**src/rtl/ysyx_22050019_clint.sv**
```systemverilog
// Core-local interruptor behind an AXI-lite responder: free-running mtime,
// mtimecmp compare and msip, driving the machine timer/software interrupts.
module ysyx_22050019_clint #(
    parameter logic [63:0] BASE     = 64'h0000_0000_0200_0000,
    parameter int unsigned TICK_DIV = 1
) (
    input  logic        clk,
    input  logic        rst_n,
    output logic        axi_aw_ready_o,
    input  logic        axi_aw_valid_i,
    input  logic [63:0] axi_aw_addr_i,
    output logic        axi_w_ready_o,
    input  logic        axi_w_valid_i,
    input  logic [63:0] axi_w_data_i,
    input  logic [7:0]  axi_w_strb_i,
    input  logic        axi_b_ready_i,
    output logic        axi_b_valid_o,
    output logic [1:0]  axi_b_resp_o,
    output logic        axi_ar_ready_o,
    input  logic        axi_ar_valid_i,
    input  logic [63:0] axi_ar_addr_i,
    input  logic        axi_r_ready_i,
    output logic        axi_r_valid_o,
    output logic [1:0]  axi_r_resp_o,
    output logic [63:0] axi_r_data_o,
    output logic        timer_irq_o,
    output logic        soft_irq_o
);

    localparam int unsigned CNT_W = (TICK_DIV > 1) ? $clog2(TICK_DIV) : 1;
    localparam logic [CNT_W-1:0] CNT_LAST = CNT_W'(TICK_DIV - 1);

    localparam logic [1:0] RESP_OKAY   = 2'b00;
    localparam logic [1:0] RESP_DECERR = 2'b11;

    typedef enum logic [1:0] {
        REG_NONE,
        REG_MSIP,
        REG_MTIMECMP,
        REG_MTIME
    } reg_sel_e;

    // Unsigned subtraction wraps addresses below BASE to huge offsets, so a
    // single upper-bound compare covers both edges of the 64 KiB window.
    function automatic reg_sel_e decode(input logic [63:0] addr);
        logic [63:0] off;
        reg_sel_e    sel;
        off = addr - BASE;
        sel = REG_NONE;
        if (off < 64'h0000_0000_0001_0000) begin
            case (off[15:3])
                13'h0000: sel = REG_MSIP;
                13'h0800: sel = REG_MTIMECMP;
                13'h17FF: sel = REG_MTIME;
                default:  sel = REG_NONE;
            endcase
        end
        return sel;
    endfunction

    function automatic logic [63:0] merge(input logic [63:0] old_val,
                                          input logic [63:0] data,
                                          input logic [7:0]  strb);
        logic [63:0] res;
        res = old_val;
        for (int i = 0; i < 8; i++) begin
            if (strb[i]) res[8*i +: 8] = data[8*i +: 8];
        end
        return res;
    endfunction

    logic              aw_held_q, aw_held_d;
    logic [63:0]       aw_addr_q, aw_addr_d;
    logic              w_held_q, w_held_d;
    logic [63:0]       w_data_q, w_data_d;
    logic [7:0]        w_strb_q, w_strb_d;
    logic              b_valid_q, b_valid_d;
    logic [1:0]        b_resp_q, b_resp_d;
    logic              r_valid_q, r_valid_d;
    logic [1:0]        r_resp_q, r_resp_d;
    logic [63:0]       r_data_q, r_data_d;
    logic [63:0]       mtime_q, mtime_d;
    logic [63:0]       mtimecmp_q, mtimecmp_d;
    logic              msip_q, msip_d;
    logic [CNT_W-1:0]  cnt_q, cnt_d;
    logic              timer_irq_q, timer_irq_d;

    logic              aw_ready, w_ready, ar_ready;
    logic              aw_hs, w_hs, ar_hs;
    logic              wr_commit, tick;
    logic [63:0]       wr_addr, wr_data;
    logic [7:0]        wr_strb;
    reg_sel_e          wr_sel, rd_sel;

    assign aw_ready = !aw_held_q && !b_valid_q;
    assign w_ready  = !w_held_q && !b_valid_q;
    assign ar_ready = !r_valid_q;

    assign aw_hs = axi_aw_valid_i && aw_ready;
    assign w_hs  = axi_w_valid_i && w_ready;
    assign ar_hs = axi_ar_valid_i && ar_ready;

    // Arriving beats bypass their holding registers so a same-cycle AW+W
    // (or the second of a split pair) commits without an extra cycle.
    assign wr_addr   = aw_held_q ? aw_addr_q : axi_aw_addr_i;
    assign wr_data   = w_held_q ? w_data_q : axi_w_data_i;
    assign wr_strb   = w_held_q ? w_strb_q : axi_w_strb_i;
    assign wr_commit = (aw_held_q || aw_hs) && (w_held_q || w_hs);
    assign wr_sel    = decode(wr_addr);
    assign rd_sel    = decode(axi_ar_addr_i);

    assign tick = (cnt_q == CNT_LAST);

    always_comb begin
        aw_held_d = aw_held_q;
        aw_addr_d = aw_addr_q;
        w_held_d  = w_held_q;
        w_data_d  = w_data_q;
        w_strb_d  = w_strb_q;
        b_valid_d = b_valid_q;
        b_resp_d  = b_resp_q;
        if (aw_hs) begin
            aw_held_d = 1'b1;
            aw_addr_d = axi_aw_addr_i;
        end
        if (w_hs) begin
            w_held_d = 1'b1;
            w_data_d = axi_w_data_i;
            w_strb_d = axi_w_strb_i;
        end
        if (wr_commit) begin
            aw_held_d = 1'b0;
            w_held_d  = 1'b0;
            b_valid_d = 1'b1;
            b_resp_d  = (wr_sel == REG_NONE) ? RESP_DECERR : RESP_OKAY;
        end else if (b_valid_q && axi_b_ready_i) begin
            b_valid_d = 1'b0;
        end
    end

    always_comb begin
        cnt_d       = tick ? '0 : cnt_q + CNT_W'(1);
        mtime_d     = tick ? mtime_q + 64'd1 : mtime_q;
        mtimecmp_d  = mtimecmp_q;
        msip_d      = msip_q;
        timer_irq_d = (mtime_q >= mtimecmp_q);
        // A bus write to mtime overrides the increment; the prescaler keeps its phase.
        if (wr_commit) begin
            case (wr_sel)
                REG_MSIP:     if (wr_strb[0]) msip_d = wr_data[0];
                REG_MTIMECMP: mtimecmp_d = merge(mtimecmp_q, wr_data, wr_strb);
                REG_MTIME:    mtime_d = merge(mtime_q, wr_data, wr_strb);
                default:      ;
            endcase
        end
    end

    always_comb begin
        r_valid_d = r_valid_q;
        r_resp_d  = r_resp_q;
        r_data_d  = r_data_q;
        if (ar_hs) begin
            r_valid_d = 1'b1;
            r_resp_d  = (rd_sel == REG_NONE) ? RESP_DECERR : RESP_OKAY;
            case (rd_sel)
                REG_MSIP:     r_data_d = {63'd0, msip_q};
                REG_MTIMECMP: r_data_d = mtimecmp_q;
                REG_MTIME:    r_data_d = mtime_q;
                default:      r_data_d = 64'd0;
            endcase
        end else if (r_valid_q && axi_r_ready_i) begin
            r_valid_d = 1'b0;
        end
    end

    always_ff @(posedge clk or negedge rst_n) begin
        if (!rst_n) begin
            aw_held_q   <= 1'b0;
            aw_addr_q   <= 64'd0;
            w_held_q    <= 1'b0;
            w_data_q    <= 64'd0;
            w_strb_q    <= 8'd0;
            b_valid_q   <= 1'b0;
            b_resp_q    <= RESP_OKAY;
            r_valid_q   <= 1'b0;
            r_resp_q    <= RESP_OKAY;
            r_data_q    <= 64'd0;
            mtime_q     <= 64'd0;
            mtimecmp_q  <= '1;
            msip_q      <= 1'b0;
            cnt_q       <= '0;
            timer_irq_q <= 1'b0;
        end else begin
            aw_held_q   <= aw_held_d;
            aw_addr_q   <= aw_addr_d;
            w_held_q    <= w_held_d;
            w_data_q    <= w_data_d;
            w_strb_q    <= w_strb_d;
            b_valid_q   <= b_valid_d;
            b_resp_q    <= b_resp_d;
            r_valid_q   <= r_valid_d;
            r_resp_q    <= r_resp_d;
            r_data_q    <= r_data_d;
            mtime_q     <= mtime_d;
            mtimecmp_q  <= mtimecmp_d;
            msip_q      <= msip_d;
            cnt_q       <= cnt_d;
            timer_irq_q <= timer_irq_d;
        end
    end

    assign axi_aw_ready_o = aw_ready;
    assign axi_w_ready_o  = w_ready;
    assign axi_b_valid_o  = b_valid_q;
    assign axi_b_resp_o   = b_resp_q;
    assign axi_ar_ready_o = ar_ready;
    assign axi_r_valid_o  = r_valid_q;
    assign axi_r_resp_o   = r_resp_q;
    assign axi_r_data_o   = r_data_q;
    assign timer_irq_o    = timer_irq_q;
    assign soft_irq_o     = msip_q;

endmodule

```
**config.mk**
```make
export PLATFORM = sky130hd
export DESIGN_NAME = ysyx_22050019_clint
export DESIGN_NICKNAME = d
export VERILOG_FILES = /design/src/rtl/ysyx_22050019_clint.sv
export SDC_FILE = /design/constraint.sdc
export NUM_CORES = 1
export LEC_CHECK = 0
export BUFFER_PORTS_ARGS = -buffer_cell sky130_fd_sc_hd__buf_2
export CORE_MARGIN = 2
export CORE_UTILIZATION = 50
export CTS_BUF_LIST = sky130_fd_sc_hd__clkbuf_8
export CTS_CLUSTER_SIZE = 28
export DETAILED_ROUTE_END_ITERATION = 8
export PLACE_DENSITY = 0.71
export SETUP_SLACK_MARGIN = 0.3
export SLEW_MARGIN = 20
export SYNTH_ARGS = -nofsm -noshare
export SYNTH_HDL_FRONTEND = slang
export SYNTH_SLANG_ARGS = --single-unit
```
**constraint.sdc**
```tcl
create_clock -name clk -period 14.8 [get_ports clk]
set_input_delay 2.96 -clock clk [delete_from_list [all_inputs] [get_ports clk]]
set_output_delay 2.96 -clock clk [all_outputs]
set_load 0.005 [all_outputs]
```
==> summary.md, run 1 <==
| Metric | Value |
|---|---|
| Outcome | finished clean |
| Placeable Area | 38400 um2 |
| CP Max Fanout | 24 |
| IO Pins | 282 |
| Die X | 201 um |
| Largest net degree at the start of global routing | 150 |
| Port Buf Inserts | 275 |
| Row count | 72 |
| Die ar. | 40300 um2 |
| Core Util, Final | 58.4% |
| Xor and xnor area share after synthesis | 0.362% |
| Largest cells by area after synthesis | dfrtp_1, mux2_2, mux2i_1 |
| Compound-Gate Fraction of Synth Area | 14.1% |
| Synthesized flop and latch total | 333 |
| TNS Setup | 0 ps |
| Postcts setup bufs | 0 |
| Top cells by count, synth | dfrtp_1, mux2i_1, mux2_2 |
| Count leader, synth | dfrtp_1 |
| WL per Instance | 19.7 um |
| Synth Area in Adders | 4.34% |
| Asr flop ratio synth | 100% |
| Worst ir drop on vdd | 0.141 mV |
| Gr usage total | 26.4% |
| RSZ-0062 raised after global routing | no |
| Initial DRC count | 943 |
| Multiplexer area fraction after synthesis | 19.1% |
| Die Ht | 201 um |
| Initial antenna violation count | 8 |
| Root buf cell | clkbuf_8 |
| Leak | 10.9 nW |
| Post-DP HPWL | 36400 um |
| Post-CTS Resized | 0 |
| CTS H-tree lvls | 2 |
| Yosys top cell by area | dfrtp_1 |
| CTS tree | yes |
| CP arrival | 7660 ps |
| Yosys top cell area share | 34.8% |
| GP Congestion | 0.892 |
| Final setup fails | 0 |
| # hold bufs at CTS | 0 |
| PwrDens | 126 nW/um2 |
| Sequential area share after synthesis | 43.5% |
| Vias in the first global route | 16208 |
| Slew HR | 32.0% |
| Drt drc | 0 |
| Yosys warning count | 0 |
| Antenna Nets Post-Route | 0 |
| Synth Area in Simple Gates | 14.6% |
| Req. time, crit path | 15390 ps |
| Fin. Hold Viols | 0 |
| Fmax | 141 MHz |
| Initial Util | 50.4% |
| Worst setup path class | in2reg |
| Syn_nets | 2122 |
| Area Growth Syn to Fin | 15.9% |
| Via Count | 15910 |
| Total routed wirelength | 52900 um |
| Clk sink count | 333 |
| TritonCTS Buffers | 60 |
| Post-Place Cell Area | 21200 um2 |
| Drt pass-1 iters | 6 |
| Clock Tree Buf Depth | 3 |
| Cells after Synth | 1848 |
| Syn_area_per_cell | 10.5 um2 |
| Hold Path Class | reg2reg |
| Worst-path clk slew | 60 ps |
| Largest family of logic cells by synthesized area | multiplexers |
| Total Power | 0.00282 W |
| Final Skew | 34.1 ps |
| Final Cycle Share | 47.8% |
| Library cells used by synthesis | 81 |
| Slew @ Worst Pin | 1020 ps |
| Fin nets | 2391 |
| Synth Flop Type | dfrtp_1 |
| CP endpoint kind | flop |
| Design area | 22400 um2 |
| Global-route wire length before repair | 86700 um |
| Via/cell ratio | 5.91 |
| Total grt overflow | 0 |
| Share of layout cells above drive strength 1 | 30.3% |
| Clock Latency Late Sink | 670 ps |
| Maxcap violations | 0 |
| Number of synthesized flops with an enable pin | 0 |
| Netlist Area Pre-Place | 19300 um2 |
| Min Tclk post-route | 7070 ps |
| Worst Setup Start Kind | input port |
| Max Slew Vio Count | 0 |
-- sequential cells by signal, indices dropped and copies added, names as in the netlist, 8 cells and up --
register and count:
aw_addr_q 61, mtime_q 64, axi_r_data_o 64, w_strb_q 8, w_data_q 64, mtimecmp_q 64
-- metal layers --
layer / vias to the layer above / track usage [%] / routed length, um
met5: - / 0 / 39
met4: 6 / 8.33 / 1390
met3: 104 / 5.68 / 3160
met2: 484 / 42.8 / 24900
met1: 7873 / 35.5 / 23400
li1: 7443 / - / -
-- critical path, stage by stage --
cell	delay, ps
buf_2	120
nor2b_1	140
a21oi_1	160
ha_1	330
nor4b_2	330
o22ai_1	200
or4_1	610
mux2_2	330
nor4_4	280
nand4b_4	580
nor4_4	430
buf_4	360
nand2b_1	400
mux2_1	430
-- per-stage QoR --
step           worst slack [ps]  std cells  hold WS (ps)
6_report                   7730       2691           472
5_1_grt                    7560       2690           502
4_1_cts                    7870       2686           480
3_5_place_dp               7160       2573           467
3_3_place_gp               7210       2573           460
2_1_floorplan              8570       1848           472
-- cell usage in the layout, fill, tap and decap left out, types with 7 or more instances in the layout --
cell type	synthesis	layout
a21o_1	31	31
nand3_1	42	41
a21boi_0	10	10
nor3b_1	17	17
buf_4	4	18
inv_1	95	122
a21oi_1	85	85
nor4_1	32	32
ha_1	67	67
o21ai_0	99	99
nor2b_1	10	10
nor2_1	80	80
mux2i_1	175	175
nand2_1	117	115
nor3_1	47	46
nand4_1	43	43
a32oi_1	8	8
clkbuf_8	0	81
mux2_1	13	13
buf_2	16	274
or4_1	7	7
or3_1	13	13
mux2_2	160	160
o21a_1	32	31
a221oi_1	14	14
nand2b_1	9	9
o31ai_1	20	20
dfrtp_1	269	267
a32o_1	18	18
dfstp_2	64	64
and4_1	11	11
a211oi_1	17	17
and3_1	28	28
-- power by group --
group	internal [W]	switching [W]
clock network	0.000484	0.000396
logic	0.000352	0.000314
registers	0.00110	0.000171
-- kinds of logic after synthesis --
family | after synthesis
and+or+nand+nor | 505
AOI/OAI and AO/OA | 402
muxes | 348
DFF | 333
buffers and inverters | 185
adders and majority gates | 67
xor gates and xnor gates | 8
-- path summary, 6_finish.rpt --
check	to	startpoint	cells past startpoint	slack (ps)
worst max-delay path	mtimecmp_q[57]	axi_aw_addr_i[25]	14	7730
worst min-delay path	axi_r_data_o[25]	axi_r_data_o[25]	2	470
worst max register to register	mtimecmp_q[57]	aw_held_q	11	9300
worst min register to register	axi_r_data_o[25]	axi_r_data_o[25]	2	470
max in group asynchronous	w_data_q[44]	rst_n	2	10920
min in group asynchronous	axi_r_data_o[4]	rst_n	1	2380
-- cell type report --
cell class,instances,area (um2)
antenna,5,12.5
clock buffer,81,1110
clock inverter,32,130
fill,3404,16000
inverter,97,364
multi-input combinational,1330,10200
sequential,333,8420
tap,518,648
timing repair buffer,295,1550
(Power assumes the default switching activity.)
==> run 2, diff against run 1 <==
Clock period 14.8 ns to 7.3 ns, I/O delays scaled along.
==> run 2 against run 1 <==
  * Wire length shrank 1.4%
  * Setup slack lost 6200 ps
  * Design area hardly changed
  * Clock power increased by 100%
  * Hold slack improved by 0.70 ps
  * Critical path type unchanged
  * Highest routed layer unchanged
==> summary.md, run 2 (synthesis gave the netlist of run 1 again) <==
| Metric | Value |
|---|---|
| Top delay family on crit path | simple AND/OR/NAND/NOR gates |
| Postcts setup bufs | 0 (unchanged) |
| Die ar. | 40300 um2 (unchanged) |
| # hold bufs at CTS | 0 (unchanged) |
| Max Slew Vio Count | 0 (unchanged) |
| CP Max Fanout | 24 (unchanged) |
| Hold Path Depth | 2 (unchanged) |
| Total routed wirelength | 52100 um (-1.4%) |
| Share of layout cells above drive strength 1 | 30.2% (-0.064 points) |
| Comb pwr share | 23.8% (+0.2 points) |
| Fin. Hold Viols | 0 (unchanged) |
| TNS Setup | 0 ps (unchanged) |
| Fillcell total | 3375 (-0.85%) |
| Total grt overflow | 0 (unchanged) |
| R2r setup slk | 1590 ps (-7710 ps) |
| Antenna Nets Post-Route | 0 (unchanged) |
| Fmax | 175 MHz |
| Vias in the first global route | 16069 (-0.86%) |
| Post-DP HPWL | 36500 um (+0.34%) |
| R2R depth | 13 (+2) |
| Outcome | finished clean |
| Total Power | 0.00571 W (+100%) |
| Req. time, crit path | 7880 ps (-7510 ps) |
| Int Power | 0.00394 W (+100%) |
| CP Cell Sequence | buf_2, nor2b_1, a21oi_1, ha_1, nor4b_2, o22ai_1, or4_1, or3_1, a21oi_2, nand4b_4, buf_4, nor4_4, nand2b_1, mux2_1 |
| Post-CTS Resized | 0 (unchanged) |
| Maxcap violations | 0 (unchanged) |
| RSZ-0062 raised after global routing | no |
| Initial Util | 50.4% (unchanged) |
| Worst-path clk slew | 60 ps (about the same) |
| Commonest non-fill, non-tap cell in the layout | buf_2 |
| Final Skew | 29.0 ps (-5.12 ps) |
| CTS tree | yes |
| CTS H-tree lvls | 2 (unchanged) |
| Slew @ Worst Pin | 991 ps (-29.6 ps) |
| GP Congestion | 0.875 (-2.0%) |
| Highest-delay cell along the critical path | nor4_4 |
| PwrDens | 255 nW/um2 (+100%) |
| R2R Path End | mtimecmp_q[57] |
| Drt pass-1 iters | 8 (+2) |
| Via/cell ratio | 5.88 (-0.46%) |
| TritonCTS Buffers | 58 (-3.3%) |
| Fin nets | 2390 (-0.042%) |
| IO Pins | 282 (unchanged) |
| Worst ir drop on vdd | 0.309 mV (+120%) |
| Worst Setup Start Kind | input port |
| Hold Path Sink | axi_r_data_o[22] |
| WHS | 473 ps (+0.702 ps) |
| RR Startpoint | aw_held_q |
| Area Growth Syn to Fin | 15.9% (about the same) |
| Port Buf Inserts | 275 (unchanged) |
| Largest net degree at the start of global routing | 162 (+8.0%) |
| Initial antenna violation count | 13 (+5) |
| Sw Ratio | 31.0% (-0.19 points) |
| Drt drc | 0 (unchanged) |
| Root buf cell | clkbuf_8 |
| Clock Tree Buf Depth | 3 (unchanged) |
| Placeable Area | 38400 um2 (unchanged) |
| Die X | 201 um (unchanged) |
| CP arrival | 6310 ps (-1350 ps) |
| Clk sink count | 333 (unchanged) |
| Clk network pwr share | 31.2% (about the same) |
| Initial DRC count | 1057 (+12%) |
| Worst setup path class | in2reg |
| Final setup fails | 0 (unchanged) |
| Slew HR | 33.3% (+1.4 points) |
| WP buf/inv | 2 (unchanged) |
| Via Count | 15854 (-0.35%) |
| Row count | 72 (unchanged) |
| Leak | 10.9 nW (-0.14%) |
| CP endpoint kind | flop |
| Hold Path Class | reg2reg |
| Commonest non-fill, non-tap cells in the layout | buf_2, dfrtp_1, mux2i_1 |
| Global-route wire length before repair | 84700 um (-2.3%) |
| Final Cycle Share | 78.4% |
| Crit path launch | axi_aw_addr_i[25] |
| Gr usage total | 25.8% (-0.57 points) |
| Hold path start | axi_r_data_o[22] |
| Max incr delay on CP | 890 ps (+280 ps) |
| P_sw | 0.00177 W (+100%) |
| Register share of total power | 45.0% (-0.2 points) |
| WL per Instance | 19.4 um (-1.5%) |
| Min Tclk post-route | 5720 ps |
| Clock Latency Late Sink | 660 ps (about the same) |
| Die Ht | 201 um (unchanged) |
[run 2: cell types whose count changed in the layout (fill, tap and decap cells not counted), sizes merged]
cell      delta
clkbuf       -6
diode        +5
bufinv       +2
clkinvlp     +2
buf          +1
clkinv       -1
[run 2: per-layer routing]
layer  wire length (um)  track usage, %  share of wire (%)
met5                 41               0              0.079
met3               2990            5.34                5.7
met4               1400            8.52                2.7
met1              23500            34.9                 45
met2              24200            41.6                 46
[run 2: worst min-delay path, cell delays in order, from the launching register on]
cell and delay, ps:
dfrtp_1 340, nand2_1 40, o21ai_0 60
[run 2: worst max-delay path by stage]
stage / to / slack (ps) / cells past startpoint
6_report: mtimecmp_q[57] / 1580 / 14
5_1_grt: mtimecmp_q[57] / 1220 / 13
4_1_cts: mtimecmp_q[57] / 1610 / 13
3_5_place_dp: mtimecmp_q[57] / 940 / 14
3_3_place_gp: mtimecmp_q[57] / 1080 / 14
2_1_floorplan: mtimecmp_q[55] / 2570 / 14
[run 2: power groups by stage]
stage	Combinational, W	Clock [W]	Sequential [W]
final	0.00136	0.00178	0.00257
after global routing	0.00148	0.00192	0.00263
after CTS	0.00137	0.00183	0.00257
after detailed placement	0.00136	0	0.00260
after global placement	0.00132	0	0.00257
after floorplan	0.00109	0	0.00245
[run 2: cell type report]
type	instances	area [um2]	area share, %
multi-input combinational	1330	10200	45.4
sequential	333	8420	37.6
timing repair buffer	296	1560	6.94
clock buffer	75	1030	4.60
tap	518	648	2.89
inverter	97	364	1.62
clock inverter	35	200	0.893
antenna	10	25.0	0.112
[run 2: per-stage QoR]
stage	cell area, um2	cells	setup WS [ps]	util, %
after floorplan	19300	1848	2570	-
after global placement	21200	2574	1080	55.1
after detailed placement	21200	2574	938	55.1
after CTS	22400	2684	1610	58.3
after global routing	22400	2693	1220	58.4
final	22400	2694	1580	58.4
